==> src/rtl/batch_controller_if.sv <==
// batch_controller_if
// Bundles every non-clock/reset signal of batch_controller.
//   master : the controller side (drives wload_*, start_scheduler, status).
//   slave  : the environment side (host, weight loader, scheduler).
// Signals:
//   start, num_batches            host -> controller, layer launch
//   wload_req, wload_addr         controller -> loader, reload request
//   wload_done                    loader -> controller, reload finished
//   start_scheduler, current_batch_id  controller -> scheduler
//   batch_complete, sched_done    scheduler -> controller
//   busy, layer_done, protocol_err  status
//   timeout_err                   status, only with BATCH_CTRL_WDOG_EN
//   dbg_state                     current FSM state, for observation
//
// Handshake: wload_req is a level held from the request until the cycle
// after wload_done is sampled; every other control signal is a one-cycle
// pulse sampled on the rising clock edge.  Nothing is ever back-pressured.
interface batch_controller_if #(
  parameter int WADDR_WIDTH = 16
);
  logic                   start;
  logic [3:0]             num_batches;
  logic                   wload_req;
  logic [WADDR_WIDTH-1:0] wload_addr;
  logic                   wload_done;
  logic                   start_scheduler;
  logic [2:0]             current_batch_id;
  logic                   batch_complete;
  logic                   sched_done;
  logic                   busy;
  logic                   layer_done;
  logic                   protocol_err;
`ifdef BATCH_CTRL_WDOG_EN
  logic                   timeout_err;
`endif
  logic [2:0]             dbg_state;

  modport master (
    input  start, num_batches, wload_done, batch_complete, sched_done,
    output wload_req, wload_addr, start_scheduler, current_batch_id,
           busy, layer_done, protocol_err, dbg_state
`ifdef BATCH_CTRL_WDOG_EN
    , output timeout_err
`endif
  );

  modport slave (
    output start, num_batches, wload_done, batch_complete, sched_done,
    input  wload_req, wload_addr, start_scheduler, current_batch_id,
           busy, layer_done, protocol_err, dbg_state
`ifdef BATCH_CTRL_WDOG_EN
    , input timeout_err
`endif
  );
endinterface

==> src/rtl/batch_controller.sv <==
// batch_controller
// Sequences one transpose-convolution layer: for each batch it requests a
// weight reload, starts the scheduler, waits for batch_complete/sched_done,
// then advances; after the last batch it pulses layer_done.
// Ports:
//   clk    system clock
//   rst_n  asynchronous active-low reset
//   bus    batch_controller_if.master (see the interface for signal list)
// Optional feature: define BATCH_CTRL_WDOG_EN to add a 20-bit watchdog on
// LOAD_WAIT/SCHED_WAIT, the TIMEOUT_CYCLES parameter and timeout_err.
module batch_controller #(
  parameter int WADDR_WIDTH = 16,
  parameter int BATCH_WORDS = 1024
`ifdef BATCH_CTRL_WDOG_EN
  , parameter logic [19:0] TIMEOUT_CYCLES = 20'd1000000
`endif
) (
  input  logic               clk,
  input  logic               rst_n,
  batch_controller_if.master bus
);

  typedef enum logic [2:0] {
    IDLE, LOAD_REQ, LOAD_WAIT, SCHED_START, SCHED_WAIT, ADVANCE, FINISH
  } state_t;

  state_t                 state_q, state_d;
  logic [3:0]             nb_q, nb_d;
  logic [2:0]             cnt_q, cnt_d;
  logic                   seen_bc_q, seen_bc_d;
  logic                   perr_q, perr_d;
  logic                   wload_req_q, wload_req_d;
  logic [WADDR_WIDTH-1:0] wload_addr_q, wload_addr_d;
  logic                   start_sched_q, start_sched_d;
  logic                   busy_q, busy_d;
  logic                   layer_done_q, layer_done_d;
`ifdef BATCH_CTRL_WDOG_EN
  logic [19:0]            wd_q, wd_d;
  logic                   terr_q, terr_d;
  logic                   waiting;
`endif

  always_comb begin
    state_d   = state_q;
    nb_d      = nb_q;
    cnt_d     = cnt_q;
    seen_bc_d = seen_bc_q;
    perr_d    = perr_q;
`ifdef BATCH_CTRL_WDOG_EN
    terr_d    = terr_q;
    wd_d      = wd_q;
    waiting   = (state_q == LOAD_WAIT) || (state_q == SCHED_WAIT);
`endif

    // Scheduler pulses are only meaningful while a batch is running.
    if ((state_q != SCHED_WAIT) && (bus.batch_complete || bus.sched_done)) begin
      perr_d = 1'b1;
    end

    case (state_q)
      IDLE: begin
        if (bus.start) begin
          nb_d   = ((bus.num_batches == 4'd0) || (bus.num_batches > 4'd8)) ?
                   4'd8 : bus.num_batches;
          cnt_d  = 3'd0;
          perr_d = 1'b0;
`ifdef BATCH_CTRL_WDOG_EN
          terr_d = 1'b0;
`endif
          state_d = LOAD_REQ;
        end
      end
      LOAD_REQ: state_d = LOAD_WAIT;
      LOAD_WAIT: begin
        if (bus.wload_done) state_d = SCHED_START;
      end
      SCHED_START: begin
        seen_bc_d = 1'b0;
        state_d   = SCHED_WAIT;
      end
      SCHED_WAIT: begin
        if (bus.batch_complete) seen_bc_d = 1'b1;
        if (bus.sched_done) begin
          // A batch_complete in the same cycle as sched_done is legal.
          if (!seen_bc_q && !bus.batch_complete) perr_d = 1'b1;
          state_d = ADVANCE;
        end
      end
      ADVANCE: begin
        if ({1'b0, cnt_q} == (nb_q - 4'd1)) begin
          state_d = FINISH;
        end else begin
          cnt_d   = cnt_q + 3'd1;
          state_d = LOAD_REQ;
        end
      end
      FINISH:  state_d = IDLE;
      default: state_d = IDLE;
    endcase

`ifdef BATCH_CTRL_WDOG_EN
    // Counter reads k during the k-th cycle (from 0) of a wait state, so
    // the limit fires at the end of cycle TIMEOUT_CYCLES of waiting.
    if (waiting && (wd_q == TIMEOUT_CYCLES - 20'd1)) begin
      terr_d  = 1'b1;
      state_d = IDLE;
    end
    if (((state_d == LOAD_WAIT) || (state_d == SCHED_WAIT)) && (state_d != state_q)) begin
      wd_d = 20'd0;
    end else if (waiting) begin
      wd_d = wd_q + 20'd1;
    end
`endif

    // Outputs are registered from the next state so they line up with it.
    // After a batch the request rises together with the new batch id;
    // from IDLE it rises one cycle after LOAD_REQ is entered.
    wload_req_d   = (state_d == LOAD_WAIT) ||
                    ((state_q == ADVANCE) && (state_d == LOAD_REQ));
    wload_addr_d  = WADDR_WIDTH'(int'(cnt_d) * BATCH_WORDS);
    start_sched_d = (state_q == SCHED_START);
    busy_d        = (state_d != IDLE);
    layer_done_d  = (state_d == FINISH);
  end

  always_ff @(posedge clk or negedge rst_n) begin
    if (!rst_n) begin
      state_q       <= IDLE;
      nb_q          <= 4'd0;
      cnt_q         <= 3'd0;
      seen_bc_q     <= 1'b0;
      perr_q        <= 1'b0;
      wload_req_q   <= 1'b0;
      wload_addr_q  <= '0;
      start_sched_q <= 1'b0;
      busy_q        <= 1'b0;
      layer_done_q  <= 1'b0;
`ifdef BATCH_CTRL_WDOG_EN
      wd_q          <= 20'd0;
      terr_q        <= 1'b0;
`endif
    end else begin
      state_q       <= state_d;
      nb_q          <= nb_d;
      cnt_q         <= cnt_d;
      seen_bc_q     <= seen_bc_d;
      perr_q        <= perr_d;
      wload_req_q   <= wload_req_d;
      wload_addr_q  <= wload_addr_d;
      start_sched_q <= start_sched_d;
      busy_q        <= busy_d;
      layer_done_q  <= layer_done_d;
`ifdef BATCH_CTRL_WDOG_EN
      wd_q          <= wd_d;
      terr_q        <= terr_d;
`endif
    end
  end

  assign bus.wload_req        = wload_req_q;
  assign bus.wload_addr       = wload_addr_q;
  assign bus.start_scheduler  = start_sched_q;
  assign bus.current_batch_id = cnt_q;
  assign bus.busy             = busy_q;
  assign bus.layer_done       = layer_done_q;
  assign bus.protocol_err     = perr_q;
  assign bus.dbg_state        = state_q;
`ifdef BATCH_CTRL_WDOG_EN
  assign bus.timeout_err      = terr_q;
`endif

endmodule

==> src/flat_wrapper.sv <==
// flat-port wrapper written by rule: the top's interface ports become plain ports
module batch_controller_flat 
#(
  parameter int WADDR_WIDTH = 16,
  parameter int BATCH_WORDS = 1024

)
  (clk, rst_n, bus_start, bus_num_batches, bus_wload_done, bus_batch_complete, bus_sched_done, bus_wload_req, bus_wload_addr, bus_start_scheduler, bus_current_batch_id, bus_busy, bus_layer_done, bus_protocol_err, bus_dbg_state);
  batch_controller_if #(.WADDR_WIDTH(WADDR_WIDTH)) bus_i ();
  input  logic clk;
  input  logic rst_n;
  input wire logic [$bits(bus_i.start)-1:0] bus_start;
  input wire logic [$bits(bus_i.num_batches)-1:0] bus_num_batches;
  input wire logic [$bits(bus_i.wload_done)-1:0] bus_wload_done;
  input wire logic [$bits(bus_i.batch_complete)-1:0] bus_batch_complete;
  input wire logic [$bits(bus_i.sched_done)-1:0] bus_sched_done;
  output wire logic [$bits(bus_i.wload_req)-1:0] bus_wload_req;
  output wire logic [$bits(bus_i.wload_addr)-1:0] bus_wload_addr;
  output wire logic [$bits(bus_i.start_scheduler)-1:0] bus_start_scheduler;
  output wire logic [$bits(bus_i.current_batch_id)-1:0] bus_current_batch_id;
  output wire logic [$bits(bus_i.busy)-1:0] bus_busy;
  output wire logic [$bits(bus_i.layer_done)-1:0] bus_layer_done;
  output wire logic [$bits(bus_i.protocol_err)-1:0] bus_protocol_err;
  output wire logic [$bits(bus_i.dbg_state)-1:0] bus_dbg_state;
  assign bus_i.start = bus_start;
  assign bus_i.num_batches = bus_num_batches;
  assign bus_i.wload_done = bus_wload_done;
  assign bus_i.batch_complete = bus_batch_complete;
  assign bus_i.sched_done = bus_sched_done;
  assign bus_wload_req = bus_i.wload_req;
  assign bus_wload_addr = bus_i.wload_addr;
  assign bus_start_scheduler = bus_i.start_scheduler;
  assign bus_current_batch_id = bus_i.current_batch_id;
  assign bus_busy = bus_i.busy;
  assign bus_layer_done = bus_i.layer_done;
  assign bus_protocol_err = bus_i.protocol_err;
  assign bus_dbg_state = bus_i.dbg_state;
  batch_controller #(.WADDR_WIDTH(WADDR_WIDTH), .BATCH_WORDS(BATCH_WORDS)) u_core (.clk(clk), .rst_n(rst_n), .bus(bus_i));
endmodule
==> config.mk <==
export PLATFORM = sky130hd
export DESIGN_NAME = batch_controller_flat
export DESIGN_NICKNAME = d
export VERILOG_FILES = /design/src/rtl/batch_controller_if.sv /design/src/rtl/batch_controller.sv /design/src/flat_wrapper.sv
export SDC_FILE = /design/constraint.sdc
export NUM_CORES = 1
export LEC_CHECK = 0
export CAP_MARGIN = 20
export CORE_ASPECT_RATIO = 0.9
export CORE_MARGIN = 2
export CORE_UTILIZATION = 38
export DETAILED_ROUTE_END_ITERATION = 10
export PLACE_DENSITY = 0.76
export SLEW_MARGIN = 0
export SYNTH_ARGS = -nofsm -noshare
export SYNTH_HDL_FRONTEND = slang
export SYNTH_SLANG_ARGS = --single-unit
export TNS_END_PERCENT = 100
==> constraint.sdc <==
create_clock -name clk -period 1.9 [get_ports clk]
set_clock_uncertainty 0.15 [all_clocks]
set_input_delay 0.38 -clock clk [delete_from_list [all_inputs] [get_ports clk]]
set_output_delay 0.38 -clock clk [all_outputs]
set_load 0.05 [all_outputs]
==> results of run 1 <==
-- path summary, 6_finish.rpt --
path,startpoint,to,slack (ns),depth (start not counted)
max reg2reg,u_core.nb_q[1],u_core.bus.busy,-0.04,7
max,u_core.nb_q[1],u_core.bus.busy,-0.04,7
min,rst_n,u_core.bus.start_scheduler,0.25,2
max in group asynchronous,rst_n,u_core.bus.wload_addr[12],1.15,2
min reg2reg,u_core.bus.protocol_err,u_core.bus.protocol_err,0.35,1
min in group clk,u_core.bus.protocol_err,u_core.bus.protocol_err,0.35,1
-- layout by cell type (no fill, tap or decap), types with 2 or more instances in the layout --
master and count:
nor2_1 5, nand2b_1 6, nand2_1 9, mux2i_1 2, conb_1 13, o21ai_0 6
nor3_1 3, dfrtp_2 2, dfrtp_1 14, clkdlybuf4s50_1 9, buf_12 4, xor2_1 2
o21a_1 2, inv_1 3, or2_2 2, clkbuf_4 3, nand4_1 2, buf_4 18
-- worst reg2reg max path: stages (launching register included) --
cell and delay [ns]:
dfrtp_1 0.35, inv_1 0.05, ha_2 0.18, xor2_2 0.15, or3_4 0.34, a21o_4 0.26, a31o_4 0.24, nand2b_4 0.13
-- cell usage after synthesis, types with 2 or more instances --
cell,instances
buf_4,16
dfrtp_1,16
nand2_1,9
nand2b_1,7
o21ai_0,6
nor2_1,5
inv_1,4
nor3_1,3
xor2_1,3
clkbuf_1,2
ha_1,2
mux2i_1,2
nand4_1,2
o21a_1,2
or2_2,2
-- final cells by class --
class / instances / area share
clock buffer: 3 / 0.0178
tap: 28 / 0.0276
sequential: 16 / 0.318
multi-input combinational: 74 / 0.384
inverter: 4 / 0.0118
timing repair buffer: 31 / 0.241
-- through the flow --
stage | power, mW | hold WS, ns | instance area [µm²] | setup slack [ns]
2_1_floorplan | 1.66 | -0.0656 | 995 | -0.0679
3_3_place_gp | 2.13 | 0.327 | 1210 | -0.0397
3_5_place_dp | 2.16 | 0.332 | 1210 | -0.119
4_1_cts | 2.42 | 0.260 | 1260 | -0.0549
5_1_grt | 2.60 | 0.277 | 1270 | -0.111
6_report | 2.44 | 0.250 | 1270 | -0.0430
-- kinds of logic after synthesis --
family | synth area share
flops | 0.424
other cells | 0.00397
fa+ha+maj | 0.0265
buf+inv | 0.151
mux | 0.0212
compound gates | 0.167
simple gates | 0.179
xor+xnor | 0.0278
-- report_power, final --
part           leakage [nW]  switching [mW]  internal, mW  total [mW]
Sequential            0.198           0.158         0.484       0.643
Combinational         0.382           0.932         0.685        1.62
Clock                0.0138           0.105        0.0737       0.179
Total                 0.594            1.19          1.24        2.44
-- registers in the layout, summed over array words and instances, names as in the netlist --
register / count
u_core.nb_q: 4
u_core.bus.dbg_state: 3
u_core.bus.wload_addr: 3
u_core.bus.busy: 1
u_core.bus.layer_done: 1
u_core.bus.protocol_err: 1
u_core.bus.start_scheduler: 1
u_core.bus.wload_req: 1
u_core.seen_bc_q: 1
-- per-layer routing --
layer / wire length [µm] / part of all wire
met1: 765 / 0.44
met2: 861 / 0.49
met3: 85 / 0.049
met4: 39 / 0.022
met5: 0 / 0
-- timing repair --
item	in CTS	in global routing
cloned	0	0
setup endpoints to repair	4	6
hold buffers	0	0
pin swaps	1	3
resized for setup	4	4
==> reports/metrics.cfg, run 1 <==
[worst_setup_path]
critical_path.top_delay_family = compound AO/OA/AOI/OAI gates
cpPeakStageDelay_ns = 0.35
path_class = reg2reg
worst_setup_path_start_kind = register
end_kind = register
arrival_ns = 1.98
worst-path-max-fanout = 8
crit_slowest_cell = dfrtp_1
path_buf_inv = 1
required_ns = 1.93
path_cells = inv_1, ha_2, xor2_2, or3_4, a21o_4, a31o_4, nand2b_4

[final_layout]
fillCellCount = 216
regArea_um2 = 403
drive_gt1_frac = 0.313
synthToLayoutAreaGrowth_pct = 34.2
nets = 142
utilization = 0.527
antenna_cells = 0
final_cells = 156
multi_input_area_um2 = 487

[timing]
fin_crit_ns = 1.94
rsz0062_at_grt = yes
setup_viol = 2
setup_ws_ns = -0.0430
timing.final.crit_share = 1.02
maxSlewViolCount = 0
hold_viol_final = 0
setup_tns_ns = -0.0758
fmax_ghz = 0.515

[grt]
overflow = 0
use_met1 = 0.161
grtUsageMet2 = 0.234
grt_pass1_vias = 727
grtUsageMet3 = 0.0354
grt_antenna_before_repair = 0
top_usage_layer = met2
track_usage = 0.139
grt_pass1_wl_um = 3080
grt_start_max_net_pins = 17

[hold_path]
hp-class = in2async

[logic_synthesis]
netlist.area_leader.share = 0.424
synthFlopType = dfrtp_1
synth_edf_count = 0
synthCells = 100
syn_area_um2 = 945
ys_seq_elements = 16
ys_warn_count = 0
ys_types = 34
yosysSeqAreaShare = 0.424
async_flop_share = 1.00
syn_area_per_cell_um2 = 9.45
yosys.area.top_type = dfrtp_1
synthTopCellsByArea = dfrtp_1 (42%), buf_4 (13%), nand2b_1 (4.6%)

[detailed_routing]
avgViaCountPerCell = 4.74
wirelength_um = 1750
ant_nets = 0
drt_iter0_markers = 10
first_pass_iters = 4
dr_total_vias = 739
avgRoutedWirePerCell_um = 11.2
drc_errors = 0

[floorplan]
die_w_um = 56.6
initial_core_util = 0.393
std_cell_rows = 17
core_mm2 = 0.00240
io_pins = 37
die_h_um = 51.3
dieArea_mm2 = 0.00290

[clock_tree]
cts.clk_slew.worst_paths_ns = 0.09
root_buffer = clkbuf_4
htree_levels = 1
cts_tree = done
postCtsSetupBuffers = 0
numCtsBuffers = 3
cts.sinks = 16
clockBufferDepth = 2
clk_latency_ns = 0.29

[run]
drv_cap = 0

[power_and_ir_drop]
peakVddDrop_uv = 1070
powerDensity_mw_per_mm2 = 1920
cellLeakagePower_nw = 0.594

[run_status]
violations = setup timing
status = finished, violations left

[place]
hpwl_um = 1340
dp_cells = 153
port_buffers = 23
gp_congestion = 0.786

(Power assumes the default switching activity.)
==> run 2, diff against run 1 <==
Settings changed: SLEW_MARGIN 0 to 20.
==> results of run 2 <==
The final DEF is identical to that of run 1; final timing and power are the same.
